**src/rtl/bcd_to_bin_pkg.sv**
```systemverilog
// Shared types and constants for the BCD-to-binary converter.
// Reverse double-dabble: shift right, then subtract 3 from each digit >= 8.
package bcd_to_bin_pkg;

    typedef enum logic [1:0] {
        IDLE = 2'd0,
        OP   = 2'd1,
        DONE = 2'd2
    } state_t;

    localparam logic [3:0] BCD_MAX    = 4'd9;
    localparam logic [3:0] ADJ_THRESH = 4'd8;
    localparam logic [3:0] ADJ_VAL    = 4'd3;

    // A digit is legal BCD when it does not exceed nine.
    function automatic logic digit_valid(input logic [3:0] d);
        return d <= BCD_MAX;
    endfunction

endpackage

```
**src/rtl/bcd_digit_adjust.sv**
```systemverilog
// Per-digit correction step of the reverse double-dabble.
// Purely combinational; never borrows into a neighbouring digit.
module bcd_digit_adjust
    import bcd_to_bin_pkg::*;
(
    input  logic [3:0] digit,
    output logic [3:0] adjusted
);

    // Subtract three from any digit that reached eight after the shift.
    always_comb begin
        adjusted = digit;
        if (digit >= ADJ_THRESH) begin
            adjusted = digit - ADJ_VAL;
        end
    end

endmodule

```
**src/rtl/bcd_to_bin.sv**
```systemverilog
// Sequential BCD-to-binary converter (start/ready/done FSMD).
// One shift-and-correct iteration per clock, BIN_WIDTH iterations.
module bcd_to_bin
    import bcd_to_bin_pkg::*;
#(
    parameter int DIGITS    = 4,
    parameter int BIN_WIDTH = 14
) (
    input  logic                 clk,
    input  logic                 reset,
    input  logic                 start,
    input  logic [3:0]           bcd_in [DIGITS],
    output logic                 ready,
    output logic                 done_tick,
    output logic                 err,
    output logic [BIN_WIDTH-1:0] bin_out
);

    localparam int BCD_W  = 4 * DIGITS;
    localparam int WORK_W = BCD_W + BIN_WIDTH;
    localparam int N_W    = $clog2(BIN_WIDTH + 1);

    state_t state_reg;
    state_t state_next;

    logic [WORK_W-1:0]    work_reg;
    logic [WORK_W-1:0]    work_next;
    logic [N_W-1:0]       n_reg;
    logic [N_W-1:0]       n_next;
    logic [BIN_WIDTH-1:0] bin_next;
    logic                 err_next;
    logic                 done_next;
    logic                 ready_next;

    logic [BCD_W-1:0]     bcd_packed;
    logic                 bad_digit;
    logic [WORK_W-1:0]    shifted;
    logic [BCD_W-1:0]     adj_digits;
    logic [WORK_W-1:0]    iter_result;
    logic                 last_iter;

    // Flatten the digit array (index 0 = units in the low nibble) and
    // flag any nibble that is not a legal decimal digit.
    always_comb begin
        bcd_packed = '0;
        bad_digit  = 1'b0;
        for (int i = 0; i < DIGITS; i++) begin
            bcd_packed[4*i +: 4] = bcd_in[i];
            if (!digit_valid(bcd_in[i])) begin
                bad_digit = 1'b1;
            end
        end
    end

    assign shifted = work_reg >> 1;

    genvar g;
    generate
        for (g = 0; g < DIGITS; g++) begin : g_adj
            bcd_digit_adjust u_adj (
                .digit    (shifted[BIN_WIDTH + 4*g +: 4]),
                .adjusted (adj_digits[4*g +: 4])
            );
        end
    endgenerate

    assign iter_result = {adj_digits, shifted[BIN_WIDTH-1:0]};
    assign last_iter   = (n_reg == N_W'(1));

    // State register.
    always_ff @(posedge clk) begin
        if (!reset) begin
            state_reg <= IDLE;
        end else begin
            state_reg <= state_next;
        end
    end

    // Next-state logic.
    always_comb begin
        state_next = state_reg;
        unique case (state_reg)
            IDLE: begin
                if (start) begin
                    state_next = bad_digit ? DONE : OP;
                end
            end
            OP: begin
                if (last_iter) begin
                    state_next = DONE;
                end
            end
            DONE: begin
                state_next = IDLE;
            end
            default: begin
                state_next = IDLE;
            end
        endcase
    end

    // Datapath and output next-values; every output is registered below.
    always_comb begin
        work_next  = work_reg;
        n_next     = n_reg;
        bin_next   = bin_out;
        err_next   = err;
        done_next  = 1'b0;
        ready_next = (state_next == IDLE);
        unique case (state_reg)
            IDLE: begin
                if (start) begin
                    if (bad_digit) begin
                        err_next  = 1'b1;
                        bin_next  = '0;
                        done_next = 1'b1;
                    end else begin
                        work_next = {bcd_packed, {BIN_WIDTH{1'b0}}};
                        n_next    = N_W'(BIN_WIDTH);
                        err_next  = 1'b0;
                    end
                end
            end
            OP: begin
                work_next = iter_result;
                n_next    = n_reg - N_W'(1);
                if (last_iter) begin
                    bin_next  = iter_result[BIN_WIDTH-1:0];
                    done_next = 1'b1;
                end
            end
            DONE: begin
                done_next = 1'b0;
            end
            default: begin
                done_next = 1'b0;
            end
        endcase
    end

    // Working register, iteration counter and output registers.
    always_ff @(posedge clk) begin
        if (!reset) begin
            work_reg  <= '0;
            n_reg     <= '0;
            bin_out   <= '0;
            err       <= 1'b0;
            done_tick <= 1'b0;
            ready     <= 1'b1;
        end else begin
            work_reg  <= work_next;
            n_reg     <= n_next;
            bin_out   <= bin_next;
            err       <= err_next;
            done_tick <= done_next;
            ready     <= ready_next;
        end
    end

endmodule

```
**config.mk**
```make
export PLATFORM = sky130hd
export DESIGN_NAME = bcd_to_bin
export DESIGN_NICKNAME = d
export VERILOG_FILES = /design/src/rtl/bcd_to_bin_pkg.sv /design/src/rtl/bcd_digit_adjust.sv /design/src/rtl/bcd_to_bin.sv
export SDC_FILE = /design/constraint.sdc
export NUM_CORES = 1
export LEC_CHECK = 0
export ABC_AREA = 1
export BUFFER_PORTS_ARGS = -buffer_cell sky130_fd_sc_hd__clkbuf_2
export CAP_MARGIN = 20
export CORE_AREA = 2 2 76 78
export CTS_CLUSTER_SIZE = 24
export DETAILED_ROUTE_END_ITERATION = 16
export DIE_AREA = 0 0 78 80
export PLACE_DENSITY = 0.74
export SLEW_MARGIN = 20
export SYNTH_ARGS = -nofsm -noshare
export SYNTH_HDL_FRONTEND = slang
export SYNTH_HIERARCHICAL = 1
export SYNTH_SLANG_ARGS = --single-unit
```
**constraint.sdc**
```tcl
create_clock -name clk -period 1.2 [get_ports clk]
set_clock_uncertainty 0.1 [all_clocks]
set_input_delay 0.12 -clock clk [delete_from_list [all_inputs] [get_ports clk]]
set_output_delay 0.12 -clock clk [all_outputs]
set_load 0.02 [all_outputs]
```
==> results of run 1 <==
==> logic make-up after synthesis <==
logic type / after synthesis
simple gates: 201
buf+inv: 71
compound gates: 68
flops: 52
fa+ha+maj: 10
xor+xnor: 4
other cells: 1
==> worst reg2reg max path, stage by stage, from the launching register on <==
cell and delay, ns:
sky130_fd_sc_hd__dfxtp_2 0.34, sky130_fd_sc_hd__inv_2 0.04, sky130_fd_sc_hd__buf_4 0.14, sky130_fd_sc_hd__ha_2 0.19, sky130_fd_sc_hd__or2_2 0.31, sky130_fd_sc_hd__nand3_2 0.06, sky130_fd_sc_hd__nand2_1 0.06, sky130_fd_sc_hd__a21oi_1 0.18
==> synthesized netlist by cell type, drive strengths merged, types with 2 or more instances <==
cell,instances,area share (%)
o21ai,13,2.4
a21oi,36,6.6
inv,46,6.3
nand3,56,10
a21boi,18,4.9
dfxtp,52,38
clkbuf,4,0.55
ha,10,4.6
nand2,120,17
xor2,4,1.3
nor2,22,3.0
or2,2,0.46
buf,20,4.2
==> worst max path at each step <==
| stage | startpoint | endpoint | slack [ns] | cells after the start |
|---|---|---|---|---|
| 4_1_cts | n_reg[1] | bin_out[1] | -0.15 | 8 |
| 5_1_grt | n_reg[1] | n_reg[2] | -0.31 | 7 |
| 2_1_floorplan | n_reg[1] | bin_out[2] | -0.04 | 9 |
| 6_report | n_reg[1] | n_reg[2] | -0.28 | 7 |
| 3_3_place_gp | state_reg[0] | bin_out[2] | -0.17 | 5 |
| 3_5_place_dp | n_reg[0] | bin_out[7] | -0.17 | 7 |
==> per-stage QoR <==
| step | cell area (um^2) | setup slack [ns] |
|---|---|---|
| 3_3_place_gp | 3264 | -0.1657 |
| 6_report | 4156 | -0.2834 |
| 5_1_grt | 4156 | -0.3116 |
| 2_1_floorplan | 2790 | -0.04420 |
| 4_1_cts | 3615 | -0.1527 |
| 3_5_place_dp | 3264 | -0.1682 |
==> placed cells by master (no fill, tap or decap), drive strengths merged <==
cell type	instances
a21boi	18
a21oi	36
buf	48
clkbuf	43
clkinv	2
clkinvlp	1
conb	6
dfxtp	52
ha	10
inv	47
nand2	123
nand3	56
nor2	22
nor3	1
o211ai	1
o21ai	13
or2	2
xor2	4
==> cell type report <==
type                            count  area, um^2  area share, %
Multi-Input combinational cell    292        1943          46.75
Inverter                           47       188.9          4.545
Tap cell                           72       90.09          2.167
Sequential cell                    52        1062          25.56
Clock buffer                        5       68.82          1.656
Timing Repair Buffer               86       775.7          18.66
Clock inverter                      3       27.53         0.6623
==> routing by layer <==
layer / wire length, um / global-route usage [%] / vias to the layer above / share of wire, %
li1: - / - / 1441 / -
met1: 3517 / 27.04 / 1434 / 41
met2: 4384 / 40.52 / 122 / 51
met3: 465 / 3.167 / 24 / 5.4
met4: 204 / 6.842 / 0 / 2.4
met5: 0 / 0 / - / 0
==> report_power, final <==
part	internal (mW)	switching, mW
combinational	0.405	0.566
clock	0.430	0.663
sequential	1.82	0.0780
==> timing repair <==
item                                    in CTS  in global routing
hold endpoints to repair                     0                  0
cloned                                       3                  7
pin swaps                                    9                 41
endpoints found under the setup margin      49                 49
gates resized for setup                     50                100
setup buffers                                3                  3
==> report_table.html, run 1 <==
<table>
<tr><th>Metric</th><th>Value</th></tr>
<tr><th colspan="2">Power</th></tr>
<tr><td>Leakage dissipation</td><td>1.861 nW</td></tr>
<tr><td>Largest vdd supply drop</td><td>654.6 uV</td></tr>
<tr><td>Power density of the placed cells</td><td>952.2 mW/mm^2</td></tr>
<tr><td>Overall Power</td><td>3.958 mW</td></tr>
<tr><th colspan="2">Critical path</th></tr>
<tr><td>Startpoint type of the worst setup path</td><td>flop</td></tr>
<tr><td>Critical-path top delay cell</td><td>sky130_fd_sc_hd__dfxtp_2</td></tr>
<tr><td>Critical path buffers and inverters</td><td>2</td></tr>
<tr><td>CP Cell Sequence</td><td>inv_2, buf_4, ha_2, or2_2, nand3_2, nand2_1, a21oi_1</td></tr>
<tr><td>Worst-case register-to-register setup slack</td><td>-0.28 ns</td></tr>
<tr><td>Data arrival time at the worst-slack endpoint</td><td>1.63 ns</td></tr>
<tr><td>Critical path class</td><td>reg2reg</td></tr>
<tr><td>Delay of the slowest cell on the worst path</td><td>0.34 ns</td></tr>
<tr><td>Maximum fanout along the worst path</td><td>3</td></tr>
<tr><td>Endpoint type of the worst setup path</td><td>flop</td></tr>
<tr><td>Kind of cell with the highest combined delay on the critical path</td><td>simple AND/OR/NAND/NOR gates</td></tr>
<tr><td>Number of cell instances on the worst register-to-register path</td><td>7</td></tr>
<tr><td>RR Endpoint</td><td>n_reg[2]</td></tr>
<tr><td>Data required time at the worst endpoint</td><td>1.35 ns</td></tr>
<tr><td>Reg2reg start</td><td>n_reg[1]</td></tr>
<tr><th colspan="2">Hold path</th></tr>
<tr><td>Worst hold path type</td><td>in2reg</td></tr>
<tr><td>Hold-critical path endpoint</td><td>work_reg[22]</td></tr>
<tr><td>Startpoint of the worst hold path</td><td>bcd_in[4]</td></tr>
<tr><td>Worst Hold Depth</td><td>5</td></tr>
<tr><th colspan="2">Clocking</th></tr>
<tr><td>Clock buffers created by TritonCTS</td><td>5</td></tr>
<tr><td>Cell at the root of the clock tree</td><td>sky130_fd_sc_hd__clkbuf_8</td></tr>
<tr><td>Worst-case clock buffer depth</td><td>2</td></tr>
<tr><td>Number of clock sinks</td><td>52</td></tr>
<tr><td>Worst-skew pair later-pin latency</td><td>0.33 ns</td></tr>
<tr><td>Clock-pin slew reported for the worst setup and hold paths after clock tree synthesis</td><td>0.12 ns</td></tr>
<tr><td>TritonCTS clock tree</td><td>done</td></tr>
<tr><td>Number of H-tree levels</td><td>2</td></tr>
<tr><td>Post-cts hold buffer count</td><td>0</td></tr>
<tr><th colspan="2">Synth</th></tr>
<tr><td>Post-synth design cell area</td><td>0.002746 mm^2</td></tr>
<tr><td>Async set-or-reset flop fraction in the synthesized netlist</td><td>0%</td></tr>
<tr><td>Fraction of the mapped netlist area in adder cells</td><td>4.556%</td></tr>
<tr><td>Xor/xnor share of the synthesized area</td><td>1.276%</td></tr>
<tr><td>Number of distinct library cells after synthesis</td><td>26</td></tr>
<tr><td>Number of storage elements in the synthesis netlist</td><td>52</td></tr>
<tr><td>Synth Flop Type</td><td>sky130_fd_sc_hd__dfxtp_1</td></tr>
<tr><td>Number of synthesized flops with an enable pin</td><td>0</td></tr>
<tr><td>Mapped Cells</td><td>407</td></tr>
<tr><td>Portion of netlist area occupied by mux cells</td><td>0%</td></tr>
<tr><td>Synthesized-area fraction occupied by and/or/nand/nor cells</td><td>30.80%</td></tr>
<tr><td>Largest family of logic cells by synthesized area</td><td>simple AND/OR/NAND/NOR gates</td></tr>
<tr><td>Number of warning messages in the yosys log</td><td>6</td></tr>
<tr><td>Fraction of the mapped netlist area in compound gates</td><td>14.12%</td></tr>
<tr><td>Syn avg cell area</td><td>6.748 um^2</td></tr>
<tr><td>Sequential cell area fraction in the yosys report</td><td>37.90%</td></tr>
<tr><th colspan="2">Timing</th></tr>
<tr><td>Slew Viols, Final</td><td>0</td></tr>
<tr><td>RSZ-0062 raised after global routing</td><td>true</td></tr>
<tr><td>Hold WS</td><td>0.02737 ns</td></tr>
<tr><td>Tcrit/Tclk final</td><td>123.6%</td></tr>
<tr><td>Final setup violation count</td><td>49</td></tr>
<tr><td>Maximum frequency from static timing analysis</td><td>674.1 MHz</td></tr>
<tr><td>Min setup slack post-route</td><td>-0.2834 ns</td></tr>
<tr><td>Total negative setup slack</td><td>-7.346 ns</td></tr>
<tr><td>Number of endpoints with negative hold slack in the final report</td><td>0</td></tr>
<tr><td>Crit path time final</td><td>1.483 ns</td></tr>
<tr><th colspan="2">Drt</th></tr>
<tr><td>Number of nets with antenna violations after routing</td><td>0</td></tr>
<tr><td>Number of vias after detailed routing</td><td>3,021</td></tr>
<tr><td>Via-to-Cell Ratio</td><td>5.424</td></tr>
<tr><td>Average wire length per cell after detail routing</td><td>15.39 um</td></tr>
<tr><td>Wirelength, routed</td><td>8.571 mm</td></tr>
<tr><td>Number of violations reported at the end of detailed-routing iteration 0</td><td>204</td></tr>
<tr><td>Number of iterations in the first detailed-routing pass</td><td>5</td></tr>
<tr><td>DRC errors left</td><td>0</td></tr>
<tr><th colspan="2">Layout</th></tr>
<tr><td>Fin cells</td><td>557</td></tr>
<tr><td>Area delta synth-&gt;final</td><td>51.34%</td></tr>
<tr><td>Antenna Cells</td><td>0</td></tr>
<tr><td>Final layout net count</td><td>513</td></tr>
<tr><td>Utilization after layout</td><td>76.90%</td></tr>
<tr><td>Max FFs per register</td><td>29</td></tr>
<tr><td>Fillcell total</td><td>344</td></tr>
<tr><td>Fraction of final layout cells sized beyond drive strength 1</td><td>43.51%</td></tr>
<tr><th colspan="2">Status</th></tr>
<tr><td>Violated checks</td><td>setup timing</td></tr>
<tr><td>Run status</td><td>complete, but fails checks</td></tr>
<tr><th colspan="2">Placed design</th></tr>
<tr><td>I/O Buffers</td><td>35</td></tr>
<tr><td>Total half-perimeter wirelength after legalization and detailed placement</td><td>4.053 mm</td></tr>
<tr><td>RePlAce Congestion</td><td>0.8480</td></tr>
<tr><td>Placed instance count</td><td>533</td></tr>
<tr><th colspan="2">Job</th></tr>
<tr><td>Max cap viols</td><td>0</td></tr>
<tr><th colspan="2">Global route</th></tr>
<tr><td>Initial antenna violation count</td><td>0</td></tr>
<tr><td>Wire length of the first global-routing pass</td><td>11.18 mm</td></tr>
<tr><td>Via count of the first global-routing pass</td><td>2,563</td></tr>
<tr><td>Global route overflow</td><td>0</td></tr>
<tr><td>Total routing resource utilization after global routing</td><td>22.23%</td></tr>
<tr><td>Maximum number of pins on one net before global-route repair</td><td>35</td></tr>
<tr><th colspan="2">Floorplanning</th></tr>
<tr><td>Vert. Die Dim</td><td>80 um</td></tr>
<tr><td>Core region area</td><td>0.005405 mm^2</td></tr>
<tr><td>Initial standard-cell utilization of the core</td><td>50.81%</td></tr>
<tr><td>Std cell rows</td><td>27</td></tr>
<tr><td>Horizontal extent of the die</td><td>78 um</td></tr>
<tr><td>Number of placed I/O pins</td><td>36</td></tr>
<tr><td>Area of the die</td><td>0.006240 mm^2</td></tr>
</table>
(Power assumes the default switching activity.)
==> run 2: changes to the inputs <==
--- a/config.mk
+++ b/config.mk
@@ -5,13 +5,12 @@
 export SDC_FILE = /design/constraint.sdc
 export NUM_CORES = 1
 export LEC_CHECK = 0
-export ABC_AREA = 1
 export BUFFER_PORTS_ARGS = -buffer_cell sky130_fd_sc_hd__clkbuf_2
 export CAP_MARGIN = 20
-export CORE_AREA = 2 2 76 78
+export CORE_AREA = 2 2 73 75
 export CTS_CLUSTER_SIZE = 24
 export DETAILED_ROUTE_END_ITERATION = 16
-export DIE_AREA = 0 0 78 80
+export DIE_AREA = 0 0 75 77
 export PLACE_DENSITY = 0.74
 export SLEW_MARGIN = 20
 export SYNTH_ARGS = -nofsm -noshare
==> run 2 against run 1 <==
- the run still ends with setup timing left
- non-clock buffer count down 3
- synthesized cell count is 43% lower
- routed wire length shrank 34%
- global-route usage is 1.6 points lower
- first-iteration DRC count is 28% lower
- final area decreased by 18%
- setup slack got worse by 0.032 ns
- clock power shrank 5%
- sequential share of layout area rose by 5.2 points
- critical path depth shrank 1
- die area fell by 7.5%
- final cell count fell by 32%
- largest power group unchanged
- highest routed layer unchanged
==> report_table.html, run 2 <==
<table>
<tr><th>Metric</th><th>Value</th></tr>
<tr><th colspan="2">Placed design</th></tr>
<tr><td>RePlAce Congestion</td><td>0.7878</td></tr>
<tr><td>Setup Slack @ Placement</td><td>-0.3718 ns</td></tr>
<tr><td>I/O Buffers</td><td>35</td></tr>
<tr><td>Placed cell areas</td><td>0.003043 mm^2</td></tr>
<tr><td>Total half-perimeter wirelength after legalization and detailed placement</td><td>3.454 mm</td></tr>
<tr><th colspan="2">Synth</th></tr>
<tr><td>Library cell occupying the most area in the post-synthesis netlist</td><td>sky130_fd_sc_hd__dfxtp_1</td></tr>
<tr><td>Synth Flop Type</td><td>sky130_fd_sc_hd__dfxtp_1</td></tr>
<tr><td>Number of storage elements in the synthesis netlist</td><td>52</td></tr>
<tr><td>Number of warning messages in the yosys log</td><td>6</td></tr>
<tr><td>Mapped Cells</td><td>230</td></tr>
<tr><td>Number of synthesized flops with an enable pin</td><td>0</td></tr>
<tr><td>Async set-or-reset flop fraction in the synthesized netlist</td><td>0%</td></tr>
<tr><td>Sequential cell area fraction in the yosys report</td><td>42.25%</td></tr>
<tr><td>Syn avg cell area</td><td>10.71 um^2</td></tr>
<tr><td>Cell types with the largest area share after synthesis</td><td>sky130_fd_sc_hd__dfxtp_1 42%, sky130_fd_sc_hd__a22o_1 8.2%, sky130_fd_sc_hd__a221oi_2 7.3%</td></tr>
<tr><td>Yosys top cell area share</td><td>42.25%</td></tr>
<tr><td>Post-synth design cell area</td><td>0.002464 mm^2</td></tr>
<tr><td>Most frequent cell after synthesis</td><td>sky130_fd_sc_hd__dfxtp_1</td></tr>
<tr><td>Number of distinct library cells after synthesis</td><td>39</td></tr>
<tr><td>Synth cell count leaders</td><td>52 x sky130_fd_sc_hd__dfxtp_1, 23 x sky130_fd_sc_hd__a22o_1, 22 x sky130_fd_sc_hd__nor2_1, 16 x sky130_fd_sc_hd__mux2i_1</td></tr>
<tr><th colspan="2">Power</th></tr>
<tr><td>Internal portion of total power</td><td>2.600 mW</td></tr>
<tr><td>Total net switching power</td><td>1.049 mW</td></tr>
<tr><td>Switching portion of total power</td><td>28.74%</td></tr>
<tr><td>Largest vdd supply drop</td><td>670.5 uV</td></tr>
<tr><td>Power density of the placed cells</td><td>1066 mW/mm^2</td></tr>
<tr><td>Leakage dissipation</td><td>1.383 nW</td></tr>
<tr><td>Overall Power</td><td>3.649 mW</td></tr>
<tr><td>Clk pwr share</td><td>28.5%</td></tr>
<tr><td>Combinational group share of total power</td><td>20.6%</td></tr>
<tr><td>Share of power burned in registers</td><td>50.9%</td></tr>
<tr><th colspan="2">Hold path</th></tr>
<tr><td>Hold-critical path endpoint</td><td>ready</td></tr>
<tr><td>Worst hold path type</td><td>in2reg</td></tr>
<tr><td>Worst Hold Depth</td><td>3</td></tr>
<tr><td>Startpoint of the worst hold path</td><td>start</td></tr>
<tr><th colspan="2">Global route</th></tr>
<tr><td>Total routing resource utilization after global routing</td><td>20.67%</td></tr>
<tr><td>Global route overflow</td><td>0</td></tr>
<tr><td>Wire length of the first global-routing pass</td><td>9.508 mm</td></tr>
<tr><td>Initial antenna violation count</td><td>0</td></tr>
<tr><td>Via count of the first global-routing pass</td><td>2,086</td></tr>
<tr><td>Maximum number of pins on one net before global-route repair</td><td>19</td></tr>
<tr><th colspan="2">Floorplanning</th></tr>
<tr><td>Horizontal extent of the die</td><td>75 um</td></tr>
<tr><td>Vert. Die Dim</td><td>77 um</td></tr>
<tr><td>Area of the die</td><td>0.005775 mm^2</td></tr>
<tr><td>Number of placed I/O pins</td><td>36</td></tr>
<tr><td>Core region area</td><td>0.004977 mm^2</td></tr>
<tr><td>Initial standard-cell utilization of the core</td><td>49.50%</td></tr>
<tr><td>Std cell rows</td><td>26</td></tr>
<tr><th colspan="2">Drt</th></tr>
<tr><td>Wirelength, routed</td><td>5.675 mm</td></tr>
<tr><td>Number of nets with antenna violations after routing</td><td>0</td></tr>
<tr><td>Number of vias after detailed routing</td><td>2,013</td></tr>
<tr><td>DRC errors left</td><td>0</td></tr>
<tr><td>Average wire length per cell after detail routing</td><td>14.90 um</td></tr>
<tr><td>Via-to-Cell Ratio</td><td>5.283</td></tr>
<tr><td>Number of iterations in the first detailed-routing pass</td><td>4</td></tr>
<tr><td>Number of violations reported at the end of detailed-routing iteration 0</td><td>147</td></tr>
<tr><th colspan="2">Layout</th></tr>
<tr><td>Leading cell types in the layout, fill and taps excluded</td><td>46 x sky130_fd_sc_hd__dfxtp_1, 35 x sky130_fd_sc_hd__buf_4, 35 x sky130_fd_sc_hd__clkbuf_2</td></tr>
<tr><td>Utilization after layout</td><td>68.75%</td></tr>
<tr><td>Max FFs per register</td><td>29</td></tr>
<tr><td>Fraction of final layout cells sized beyond drive strength 1</td><td>48.55%</td></tr>
<tr><td>Area delta synth-&gt;final</td><td>38.90%</td></tr>
<tr><td>Antenna Cells</td><td>0</td></tr>
<tr><td>Most common cell after layout, fill and taps aside</td><td>sky130_fd_sc_hd__dfxtp_1</td></tr>
<tr><td>Final layout net count</td><td>339</td></tr>
<tr><td>Summed area of non-filler cells in the final layout</td><td>0.003422 mm^2</td></tr>
<tr><td>Fillcell total</td><td>377</td></tr>
<tr><th colspan="2">Clocking</th></tr>
<tr><td>Clock buffers created by TritonCTS</td><td>5</td></tr>
<tr><td>Clock-pin slew reported for the worst setup and hold paths after clock tree synthesis</td><td>0.10 ns</td></tr>
<tr><td>Worst-skew pair later-pin latency</td><td>0.31 ns</td></tr>
<tr><td>Cell at the root of the clock tree</td><td>sky130_fd_sc_hd__clkbuf_8</td></tr>
<tr><td>Number of clock sinks</td><td>52</td></tr>
<tr><td>Worst-case clock buffer depth</td><td>2</td></tr>
<tr><td>TritonCTS clock tree</td><td>done</td></tr>
<tr><td>Number of H-tree levels</td><td>2</td></tr>
<tr><th colspan="2">Critical path</th></tr>
<tr><td>Reg2reg start</td><td>n_reg[1]</td></tr>
<tr><td>Endpoint type of the worst setup path</td><td>flop</td></tr>
<tr><td>Worst-case register-to-register setup slack</td><td>-0.32 ns</td></tr>
<tr><td>Data arrival time at the worst-slack endpoint</td><td>1.61 ns</td></tr>
<tr><td>Number of cell instances on the worst register-to-register path</td><td>6</td></tr>
<tr><td>Maximum fanout along the worst path</td><td>14</td></tr>
<tr><td>Critical path class</td><td>reg2reg</td></tr>
<tr><td>RR Endpoint</td><td>bin_out[0]</td></tr>
<tr><td>Data required time at the worst endpoint</td><td>1.30 ns</td></tr>
<tr><td>Startpoint type of the worst setup path</td><td>flop</td></tr>
<tr><th colspan="2">Status</th></tr>
<tr><td>Violated checks</td><td>setup timing</td></tr>
<tr><td>Run status</td><td>complete, but fails checks</td></tr>
<tr><th colspan="2">Timing</th></tr>
<tr><td>Min setup slack post-route</td><td>-0.3150 ns</td></tr>
<tr><td>Number of endpoints with negative hold slack in the final report</td><td>0</td></tr>
<tr><td>Tcrit/Tclk final</td><td>126.3%</td></tr>
<tr><td>Final setup violation count</td><td>50</td></tr>
<tr><td>Slew Viols, Final</td><td>0</td></tr>
<tr><td>RSZ-0062 raised after global routing</td><td>true</td></tr>
<tr><td>Maximum frequency from static timing analysis</td><td>660.1 MHz</td></tr>
<tr><td>Hold WS</td><td>0.01838 ns</td></tr>
<tr><td>Crit path time final</td><td>1.515 ns</td></tr>
<tr><th colspan="2">Job</th></tr>
<tr><td>Max cap viols</td><td>0</td></tr>
</table>
-- run 2: changes by cell type in the layout (fill, tap and decap cells not counted), moves of 10 or more --
cell	change
sky130_fd_sc_hd__a221oi_2	+16
sky130_fd_sc_hd__nand2_1	-91
sky130_fd_sc_hd__a22o_1	+23
sky130_fd_sc_hd__nand2_2	-13
sky130_fd_sc_hd__inv_1	-22
sky130_fd_sc_hd__nand3_1	-39
sky130_fd_sc_hd__nand3_2	-10
sky130_fd_sc_hd__a21oi_2	-24
-- run 2: cell type report --
| type | instances | area (um^2) | area share [%] |
|---|---|---|---|
| sequential | 52 | 1051 | 30.71 |
| inverter | 12 | 45.04 | 1.316 |
| timing repair buffer | 83 | 654.4 | 19.12 |
| clock buffer | 5 | 68.82 | 2.011 |
| multi-input combinational | 156 | 1490 | 43.55 |
| clock inverter | 3 | 25.02 | 0.7313 |
| tap | 70 | 87.58 | 2.559 |
-- run 2: worst max-delay path, stage by stage, from the launching register on --
cell,delay (ns)
sky130_fd_sc_hd__dfxtp_2,0.34
sky130_fd_sc_hd__inv_2,0.07
sky130_fd_sc_hd__ha_4,0.12
sky130_fd_sc_hd__nor3b_4,0.29
sky130_fd_sc_hd__a221oi_4,0.11
sky130_fd_sc_hd__buf_12,0.17
sky130_fd_sc_hd__a22o_1,0.21
-- run 2: logic make-up after synthesis --
| group | Yosys count | share of synthesized area (%) |
|---|---|---|
| compound gates | 66 | 25.39 |
| xor+xnor | 10 | 3.555 |
| fa+ha+maj | 10 | 5.079 |
| buf+inv | 26 | 6.348 |
| flops | 52 | 42.26 |
| mux | 17 | 6.958 |
| other cells | 1 | 0.1522 |
| simple gates | 48 | 10.26 |
-- run 2: what timing repair did --
action,in CTS,in global routing
resized for setup,18,25
hold buffers,0,0
gates cloned,3,1
setup endpoints to repair,50,51
pin swaps,22,10
buffers inserted,7,5
-- run 2: power groups by stage --
stage | registers [mW] | clock network, mW | logic, mW
final | 1.86 | 1.04 | 0.751
after global routing | 1.87 | 1.15 | 0.816
after CTS | 1.86 | 1.06 | 0.715
after detailed placement | 1.90 | 0 | 0.617
after global placement | 1.89 | 0 | 0.604
after floorplan | 1.90 | 0 | 0.384
-- run 2: routing by layer --
metal | GRT usage (%) | up-vias | share of wire, %
li1 | - | 996 | -
met1 | 25.76 | 967 | 44
met2 | 34.91 | 42 | 51
met3 | 4.731 | 8 | 3.7
met4 | 5.893 | 0 | 1.6
met5 | 0 | - | 0
-- run 2: stage by stage --
step,TNS (ns),std cells
detailed placement,-14.40,365
global route,-14.52,381
global placement,-13.05,365
floorplan,-5.949,234
CTS,-12.02,382
finish,-11.54,381
-- run 2: how the worst max path moves through the flow --
stage,depth (start not counted),to,slack (ns),from
after global routing,6,bin_out[0],-0.37,n_reg[1]
after floorplan,7,bin_out[0],-0.24,n_reg[1]
after global placement,5,n_reg[0],-0.33,bcd_in[1]
after detailed placement,5,n_reg[0],-0.37,bcd_in[2]
final,6,bin_out[0],-0.32,n_reg[1]
after CTS,5,n_reg[0],-0.30,state_reg[1]
